## src/rtl/ulpi_tx_packet_if.sv

```systemverilog
// ULPI link-side bus: the PHY drives DIR/NXT, and the link drives STP and the data byte with its tristate enable.
interface ulpi_tx_packet_if;
    logic       DIR;
    logic       NXT;
    logic       STP;
    logic [7:0] data_out;
    logic       data_oe;

    modport master (input DIR, NXT, output STP, data_out, data_oe);
    modport slave  (output DIR, NXT, input STP, data_out, data_oe);
endinterface

```

## src/rtl/ulpi_tx_packet.sv

```systemverilog
// ULPI link transmitter: sends TXCMD, then the buffered payload, then CRC16, then STP.
// The PHY can take the bus back at any time, which drops the packet.
module ulpi_tx_packet (
    input  logic             CLKOUT,
    input  logic             RESET,
    ulpi_tx_packet_if.master ulpi,
    input  logic             buf_we,
    input  logic [5:0]       buf_addr,
    input  logic [7:0]       buf_wdata,
    input  logic             tx_start,
    input  logic [3:0]       tx_pid,
    input  logic [6:0]       tx_len,
    output logic             busy,
    output logic             done,
    output logic             abort
);

    typedef enum logic [2:0] {
        IDLE, ARM, TXCMD, DATA, CRC_LO, CRC_HI, STOP
    } state_t;

    state_t      state;
    state_t      state_nxt;
    logic [7:0]  mem [64];
    logic [3:0]  pid;
    logic [6:0]  len;
    logic [6:0]  idx;
    logic [15:0] crc;
    logic        dir_q;
    logic        is_data_pid;
    logic        on_bus;
    logic        last_byte;
    logic [7:0]  cur_byte;

    // CRC-16/USB: the reflected polynomial is applied LSB first, and the register is inverted only at output.
    function automatic logic [15:0] crc16_byte(input logic [15:0] c, input logic [7:0] d);
        logic [15:0] r;
        r = c ^ {8'h00, d};
        for (int i = 0; i < 8; i++)
            r = r[0] ? ((r >> 1) ^ 16'hA001) : (r >> 1);
        return r;
    endfunction

    assign is_data_pid = (pid == 4'h3) || (pid == 4'hB) || (pid == 4'h7) || (pid == 4'hF);
    assign on_bus      = state inside {TXCMD, DATA, CRC_LO, CRC_HI};
    assign last_byte   = (idx == len - 7'd1);
    assign cur_byte    = mem[idx[5:0]];

    // NOTE: the payload RAM has no reset, so it can map onto RAM primitives; every byte is written before it is sent.
    always_ff @(posedge CLKOUT) begin
        if (buf_we)
            mem[buf_addr] <= buf_wdata;
    end

    always_ff @(posedge CLKOUT or posedge RESET) begin
        if (RESET)
            state <= IDLE;
        else
            state <= state_nxt;
    end

    always_comb begin
        // NOTE: state_nxt gets a default first, so every path assigns it and no latch is inferred.
        state_nxt = state;
        unique case (state)
            IDLE:   if (tx_start) state_nxt = ARM;
            // The bus turnaround completes only after DIR has been low for two consecutive edges.
            ARM:    if (!ulpi.DIR && !dir_q) state_nxt = TXCMD;
            TXCMD: begin
                if (ulpi.DIR)
                    state_nxt = IDLE;
                else if (ulpi.NXT) begin
                    if (!is_data_pid)
                        state_nxt = STOP;
                    else if (len != 7'd0)
                        state_nxt = DATA;
                    else
                        state_nxt = CRC_LO;
                end
            end
            DATA: begin
                if (ulpi.DIR)
                    state_nxt = IDLE;
                else if (ulpi.NXT && last_byte)
                    state_nxt = CRC_LO;
            end
            CRC_LO: begin
                if (ulpi.DIR)
                    state_nxt = IDLE;
                else if (ulpi.NXT)
                    state_nxt = CRC_HI;
            end
            CRC_HI: begin
                if (ulpi.DIR)
                    state_nxt = IDLE;
                else if (ulpi.NXT)
                    state_nxt = STOP;
            end
            STOP:    state_nxt = IDLE;
            default: state_nxt = IDLE;
        endcase
    end

    // NOTE: sequential state uses non-blocking assignments, so every register sees pre-edge values.
    always_ff @(posedge CLKOUT or posedge RESET) begin
        if (RESET) begin
            pid   <= 4'h0;
            len   <= 7'd0;
            idx   <= 7'd0;
            crc   <= 16'hFFFF;
            dir_q <= 1'b1;
            done  <= 1'b0;
            abort <= 1'b0;
        end else begin
            dir_q <= ulpi.DIR;
            done  <= (state == STOP);
            abort <= on_bus && ulpi.DIR;
            if (state == IDLE && tx_start) begin
                pid <= tx_pid;
                len <= (tx_len > 7'd64) ? 7'd64 : tx_len;
                idx <= 7'd0;
                crc <= 16'hFFFF;
            end else if (state == DATA && !ulpi.DIR && ulpi.NXT) begin
                crc <= crc16_byte(crc, cur_byte);
                idx <= idx + 7'd1;
            end
        end
    end

    always_comb begin
        ulpi.STP      = 1'b0;
        ulpi.data_out = 8'h00;
        unique case (state)
            TXCMD:   ulpi.data_out = 8'h40 | {4'h0, pid};
            DATA:    ulpi.data_out = cur_byte;
            CRC_LO:  ulpi.data_out = ~crc[7:0];
            CRC_HI:  ulpi.data_out = ~crc[15:8];
            STOP:    ulpi.STP      = 1'b1;
            default: ulpi.data_out = 8'h00;
        endcase
        ulpi.data_oe = (on_bus || state == STOP) && !ulpi.DIR;
        busy         = (state != IDLE);
    end

endmodule

```

## src/flat_wrapper.sv

```systemverilog
// flat-port wrapper written by rule: the top's interface ports become plain ports
module ulpi_tx_packet_flat 
  (CLKOUT, RESET, buf_we, buf_addr, buf_wdata, tx_start, tx_pid, tx_len, busy, done, abort, ulpi_DIR, ulpi_NXT, ulpi_STP, ulpi_data_out, ulpi_data_oe);
  ulpi_tx_packet_if ulpi_i ();
  input  logic CLKOUT;
  input  logic RESET;
  input  logic buf_we;
  input  logic [5:0] buf_addr;
  input  logic [7:0] buf_wdata;
  input  logic tx_start;
  input  logic [3:0] tx_pid;
  input  logic [6:0] tx_len;
  output logic busy;
  output logic done;
  output logic abort;
  input wire logic [$bits(ulpi_i.DIR)-1:0] ulpi_DIR;
  input wire logic [$bits(ulpi_i.NXT)-1:0] ulpi_NXT;
  output wire logic [$bits(ulpi_i.STP)-1:0] ulpi_STP;
  output wire logic [$bits(ulpi_i.data_out)-1:0] ulpi_data_out;
  output wire logic [$bits(ulpi_i.data_oe)-1:0] ulpi_data_oe;
  assign ulpi_i.DIR = ulpi_DIR;
  assign ulpi_i.NXT = ulpi_NXT;
  assign ulpi_STP = ulpi_i.STP;
  assign ulpi_data_out = ulpi_i.data_out;
  assign ulpi_data_oe = ulpi_i.data_oe;
  ulpi_tx_packet u_core (.CLKOUT(CLKOUT), .RESET(RESET), .ulpi(ulpi_i), .buf_we(buf_we), .buf_addr(buf_addr), .buf_wdata(buf_wdata), .tx_start(tx_start), .tx_pid(tx_pid), .tx_len(tx_len), .busy(busy), .done(done), .abort(abort));
endmodule
```

## config.mk

```make
export PLATFORM = sky130hd
export DESIGN_NAME = ulpi_tx_packet_flat
export DESIGN_NICKNAME = d
export VERILOG_FILES = /design/src/rtl/ulpi_tx_packet_if.sv /design/src/rtl/ulpi_tx_packet.sv /design/src/flat_wrapper.sv
export SDC_FILE = /design/constraint.sdc
export NUM_CORES = 1
export LEC_CHECK = 0
export CAP_MARGIN = 20
export CELL_PAD_IN_SITES_DETAIL_PLACEMENT = 0
export CELL_PAD_IN_SITES_GLOBAL_PLACEMENT = 1
export CORE_MARGIN = 2
export CORE_UTILIZATION = 25
export CTS_BUF_LIST = sky130_fd_sc_hd__clkbuf_8 sky130_fd_sc_hd__clkbuf_16
export DETAILED_ROUTE_END_ITERATION = 6
export PLACE_DENSITY_LB_ADDON = 0.1
export SETUP_SLACK_MARGIN = 0.02
export SLEW_MARGIN = 25
export SYNTH_ARGS = -nofsm -noshare
export SYNTH_HDL_FRONTEND = slang
export SYNTH_SLANG_ARGS = --single-unit
```

## constraint.sdc

```tcl
create_clock -name CLKOUT -period 8.45 [get_ports CLKOUT]
set_input_delay 1.69 -clock CLKOUT [delete_from_list [all_inputs] [get_ports CLKOUT]]
set_output_delay 1.69 -clock CLKOUT [all_outputs]
set_load 0.01 [all_outputs]
```

==> impl_results.md, run 1 <==
* Status: finished, final reports clean
* Power Density at 274 mW/mm^2
* RSZ-0062 raised after global routing: false
* Nets at 1393
* Relative slew slack at 0.287
* First-pass GRT wire length at between 90000 and 100000 um
* Share of layout cells above drive strength 1 at 0.203
* Via/cell ratio at 4.61
* Hold/Removal Path Class: flop to flop
* PostCTS Resize Cnt at 0
* Total track usage at 0.150
* Asr flop ratio synth at 0.0725
* Worst Path Arrival at 4.78 ns
* Placeable Area at between 0.08 and 0.09 mm^2
* Average cell area after synthesis at about 18 um^2
* Delay-heaviest family, CP: buffers and inverters
* Min-delay src: u_core.crc[10]
* Ant. Diodes at 0
* Internal reg-to-reg setup slack at 3.69 ns
* Critical-path top delay cell: dfrtp_4
* Area growth, synth to finish at 17.3%
* I/O Buffers at 43
* Post-route worst setup slack at 1.98 ns
* GR Util met2 at 0.260
* Initial antenna violation count at 3
* Wirelength per Cell at 26.7 um
* Type of the worst setup path: flop to output pin
* Max Cap Violations at 0
* Detailed Route WL at 69200 um
* CTS buffer count at between 60 and 70
* Max Clk Rate at 155 MHz
* Initial Util at 0.252
* DR pass1 iterations at 4
* Yosys Warn Count at 0
* Layout Skew at 0.0247 ns
* Worst Setup SP: u_core.idx[1]
* Most frequent CP cell: nand2_1
* Leakage power at 0.00815 uW
* R2R Path Start: u_core.idx[0]
* Detailed placer's ending HPWL at about 44000 um
* DIE AREA at between 0.09 and 0.1 mm^2
* TNS Setup at 0 ns
* GRT overflow at 0
* H-tree depth at 3
* Buf+Inv Stages, Crit Path at 2
* Startpoint Class: flop
* Die Wd at 305 um
* Critical path endpoint category: output pin
* Row Count at 110
* Dpl ws at 2.58 ns
* Setup crit end: ulpi_data_out[5]
* Worst-case vdd ir drop at 0.000126 V
* Reg2reg end: u_core.crc[14]
* Final Hold Fails at 0
* Setup bufs post-CTS at 0
* R2R cell count at 12
* Worst skew pair latency at around 0.6 ns
* CTS clk-pin slew, worst paths at 0.06 ns
* Yosys cell types at 64
* Post-Synthesis Cell Area at about 0.023 mm^2
* Largest net degree at the start of global routing at 65
* Tmin final at 6.47 ns
* Ys flop type: edfxtp_1
* Met1 Resource Use GR at 0.192
* Clk root buf: clkbuf_16
* Slew Limit Fails at 0
* Worst Max-Slew Pin Slew at 1.07 ns
* DIE HEIGHT at 305 um
* Crit path required time at 6.76 ns
* Drc violations at 0
* Mapped Cells at approximately 1300
* GR Util met3 at 0.0247
* Clk sinks at 552
* Setup-failing EPs final at 0
* Vias in the first global route at 12685
* Routability cong. at 0.755
* DRT iter0 DRCs at 732
* Routed Antenna Nets at 0
* Hold_buf cts at 0
* Max FO, Critical Path at 39
* Period utilization at 0.765
* CP Depth at 11
* Synth Register Bits at 552
* Most Crowded Layer GR: met2
* Seq/Total Area, Yosys at 0.726
* Top-level port count at 44
* Syn nets at 1322
* Largest stage delay on the critical path at 0.74 ns
* Post-synth EDFFs at 512
* Max clock buf depth at 3
* Vias at ~12000
* CP cell instances: buf_4 > nand2b_1 > o221a_2 > o22ai_1 > a221oi_1 > nor3_1 > nand2_1 > o21ai_0 > nand2_1 > o31ai_1 > clkdlybuf4s50_1
* CTS tree: done
kinds of logic (layout without fill, tap and decap cells):
kind of cell,Yosys count,after routing,share of synthesized area
AOI/OAI and AO/OA,156,156,0.0460
buffers and inverters,85,209,0.0197
adders and majority gates,3,3,0.00166
DFF,552,552,0.726
xor gates and xnor gates,38,38,0.0157
muxes,175,175,0.133
and+or+nand+nor,279,279,0.0575
report_power, final:
group / internal [uW] / total, uW / switching (uW)
logic: 544 / 1240 / 694
clock network: 1630 / 2790 / 1160
registers: 3090 / 3220 / 124
total: 5270 / 7250 / 1980
sequential cells by signal, summed over array words and instances, names as in the netlist:
signal and flops:
u_core.abort 1, u_core.crc 16, u_core.dir_q 1, u_core.done 1, u_core.idx 7, u_core.len 7
u_core.mem 512, u_core.pid 4, u_core.state 3
synth_stat cells (all sizes together), types with 11 or more instances:
master,count,area (um^2)
nor3,16,80.1
a22oi,25,188
a21oi,34,170
nor2b,16,100
nand2,73,274
nand2b,13,81.3
inv,13,48.8
mux2,11,124
o21ai,35,175
buf,41,279
xnor2,29,262
dfstp,17,447
dfrtp,23,576
nand3b,12,90.1
mux2i,68,681
nor2,96,360
mux4,96,2200
clkbuf,31,116
nand3,25,125
edfxtp,512,15400
through the flow:
| step | hold slack, ns | power, uW | cell area [um^2] | utilization | instances |
|---|---|---|---|---|---|
| after floorplan | 0.438 | 4090 | 22600 | - | 1288 |
| after global placement | 0.450 | 4560 | 24300 | 0.271 | 2465 |
| after detailed placement | 0.454 | 4550 | 24300 | 0.271 | 2465 |
| after CTS | 0.463 | 7380 | 26500 | 0.295 | 2588 |
| after global routing | 0.484 | 7570 | 26500 | 0.295 | 2588 |
| final | 0.459 | 7250 | 26500 | 0.295 | 2588 |
worst min-delay path by stage:
stage / end / slack (ns) / depth (start not counted)
floorplan: u_core.crc[5] / 0.44 / 2
global placement: u_core.crc[2] / 0.45 / 2
detailed placement: u_core.crc[2] / 0.45 / 2
CTS: u_core.crc[2] / 0.46 / 2
global route: u_core.crc[2] / 0.48 / 2
finish: u_core.crc[2] / 0.46 / 2
worst min-delay path, stage by stage (launching register included):
cell,delay [ns]
dfstp_2,0.37
nand2_1,0.05
nand2_1,0.04
routing by layer:
layer,vias to the layer above,share of wire
li1,5281,-
met1,6329,0.44
met2,232,0.51
met3,76,0.032
met4,0,0.024
met5,-,0
cell type report:
type | count | area, um^2
timing repair buffer | 73 | 628
multi-input combinational | 651 | 5790
fill | 8949 | 63300
clock inverter | 53 | 379
sequential | 552 | 16400
clock buffer | 70 | 1750
tap | 1176 | 1470
inverter | 13 | 50.0
cells in the final DEF (no fill, tap or decap), types with 23 or more instances in the layout:
cell and instances:
mux2i_1 68, clkdlybuf4s50_1 35, o21ai_0 34, xnor2_1 28
edfxtp_1 512, nand2_1 73, clkbuf_16 70, buf_4 29
nor2_1 75, a21oi_1 34, mux4_2 86, a22oi_1 25
inv_1 23, nand3_1 25
(Power assumes the default switching activity.)
==> inputs of run 2 (changes only) <==
==> constraint.sdc (replaced) <==
create_clock -name CLKOUT -period 6 [get_ports CLKOUT]
set_input_delay 1.2 -clock CLKOUT [delete_from_list [all_inputs] [get_ports CLKOUT]]
set_output_delay 1.2 -clock CLKOUT [all_outputs]
set_load 0.01 [all_outputs]
==> impl_results.md, run 2 (same netlist as run 1, synthesis figures left out) <==
* Final Hold Fails at 0
* Reg2reg end: u_core.crc[14]
* Layout Skew at 0.0162 ns
* Max clock buf depth at 3
* Max Clk Rate at 174 MHz
* Largest register FFs at 512
* Clk sinks at 552
* NetSw at 2840 uW
* Commonest non-fill, non-tap cell in the layout: edfxtp_1
* DIE AREA at around 0.09 mm^2
* I/O Buffers at 43
* Most frequent cells in the layout: edfxtp_1, mux4_2, nor2_1, nand2_1, clkbuf_16
* Via/cell ratio at around 4.6
* Area growth, synth to finish at 18.4%
* Clock network fraction of design power at 0.392
* R2R Path Start: u_core.idx[0]
* Die Wd at just over 300 um
* Filler Cells Inserted at 8874
* Multi-input gate area at between 0.005 and 0.006 mm^2
* Drc violations at 0
* Vias in the first global route at 12890
* Power Density at 389 mW/mm^2
* Placeable Area at 0.0897 mm^2
* Wirelength per Cell at 27.6 um
* Detailed placer's ending HPWL at roughly 46000 um
* Critical path endpoint category: output pin
* Initial antenna violation count at 0
* Max Cap Violations at 0
* RSZ-0062 raised after global routing: false
* Dpl ws at roughly 0.79 ns
* Switching Share at 0.273
* Design Power at 10400 uW
* Leakage power at 0.00827 uW
* R2R cell count at 11
* Largest Register: u_core.mem
* Worst-case vdd ir drop at 0.000189 V
* Clk root buf: clkbuf_16
* DR pass1 iterations at 5
* Status: finished, final reports clean
* Tmin final at between 5 and 6 ns
* DRT iter0 DRCs at 841
* Fin cells at 2606
* Type of the worst setup path: flop to output pin
* Biggest regs: u_core.mem: 512 flops, u_core.crc: 16 flops
* Worst Path Arrival at 4.53 ns
* Period utilization at 0.956
* P_int at 7560 uW
* Delay-heaviest family, CP: buffers and inverters
* Crit path required time at 4.80 ns
* Hold path depth at 2
* TNS Setup at 0 ns
* Relative slew slack at 0.319
* Critical-path top delay cell: dfrtp_4
* Top-level port count at 44
* GRT overflow at 0
* Worst skew pair latency at ~0.60 ns
* Routed Antenna Nets at 0
* H-tree depth at 3
* DP Cell Count at 2483
* Comb power frac at 0.171
* Row Count at 110
* Sequential group share of total power at 0.438
* Setup-failing EPs final at 0
* CTS buffer count at 67
* Finished Cell Area at 0.0267 mm^2
* CTS clk-pin slew, worst paths at 0.06 ns
* Worst Max-Slew Pin Slew at 1.02 ns
* Nets at 1411
* Startpoint Class: flop
* Detailed Route WL at 72000 um
* Hold EP: u_core.crc[2]
* Slew Limit Fails at 0
* Vias at 12020
* Min-delay src: u_core.crc[10]
* CP cell instances: buf_12 > mux4_1 > nor4_1 > a2111oi_0 > buf_4 > or4_1 > a21oi_1 > a21oi_1 > clkdlybuf4s50_1
* Initial Util at 0.252
* First-pass GRT wire length at 101000 um
* Hold_buf cts at 0
* Internal reg-to-reg setup slack at 1.45 ns
* DIE HEIGHT at 305 um
* Area after DPL at 0.0245 mm^2
* Post-route worst setup slack at about 0.27 ns
* Routability cong. at 0.767
* Ant. Diodes at 0
* Most frequent CP cell: a21oi_1
* Largest stage delay on the critical path at 0.86 ns
* Total track usage at 0.155
* Share of layout cells above drive strength 1 at 0.214
* Largest net degree at the start of global routing at 65
* Register area at 0.0164 mm^2
* Buf+Inv Stages, Crit Path at 3
* Max FO, Critical Path at 27
* Hold/Removal Path Class: flop to flop
* CTS tree: done
run 2: worst max path at each step:
stage | startpoint | to | slack [ns] | depth (start not counted)
floorplan | u_core.idx[1] | ulpi_data_out[7] | 2.17 | 14
global placement | u_core.idx[0] | ulpi_data_out[5] | 0.79 | 11
detailed placement | u_core.idx[0] | ulpi_data_out[5] | 0.79 | 11
CTS | u_core.idx[0] | ulpi_data_out[5] | 0.12 | 11
global route | u_core.idx[1] | ulpi_data_out[3] | 0.04 | 10
finish | u_core.idx[0] | ulpi_data_out[0] | 0.27 | 9
run 2: worst reg2reg max path, delay by kind of cell, from the launching register on:
family                    cells  cell delay [ns]
xor gates and xnor gates      4             1.21
DFF                           1             0.86
and+or+nand+nor               2             0.83
muxes                         1             0.69
buffers and inverters         2             0.58
AOI/OAI and AO/OA             2             0.29
run 2: power by group through the flow:
stage | clock network (uW) | logic (uW) | registers (uW)
finish | 4070 | 1770 | 4550
global route | 4320 | 1940 | 4580
CTS | 4200 | 1840 | 4560
detailed placement | 0 | 1830 | 4640
global placement | 0 | 1840 | 4630
floorplan | 0 | 1260 | 4500
run 2: final cells by class:
| type | instances | share of cell area |
|---|---|---|
| clock buffers | 69 | 0.0646 |
| clock inverters | 53 | 0.0174 |
| inverters | 13 | 0.00192 |
| multi-input cells | 651 | 0.217 |
| flip-flops and latches | 552 | 0.614 |
| well taps | 1176 | 0.0551 |
| repair buffers | 92 | 0.0302 |
run 2: repair_timing:
item                                    in CTS  in global routing
gates resized for setup                      0                  1
setup buffers                                0                  1
endpoints found under the setup margin       0                  2
run 2: metrics by stage:
| step | hold slack (ns) | util |
|---|---|---|
| after floorplan | 0.438 | - |
| after global placement | 0.455 | 0.273 |
| after detailed placement | 0.455 | 0.273 |
| after CTS | 0.466 | 0.297 |
| after global routing | 0.471 | 0.298 |
| final | 0.462 | 0.298 |
run 2: layer usage:
| metal | vias up | global-route usage | share of wire |
|---|---|---|---|
| li1 | 5320 | - | - |
| met1 | 6398 | 0.198 | 0.44 |
| met2 | 222 | 0.273 | 0.51 |
| met3 | 80 | 0.0218 | 0.029 |
| met4 | 0 | 0.0428 | 0.023 |
| met5 | - | 0 | 0 |
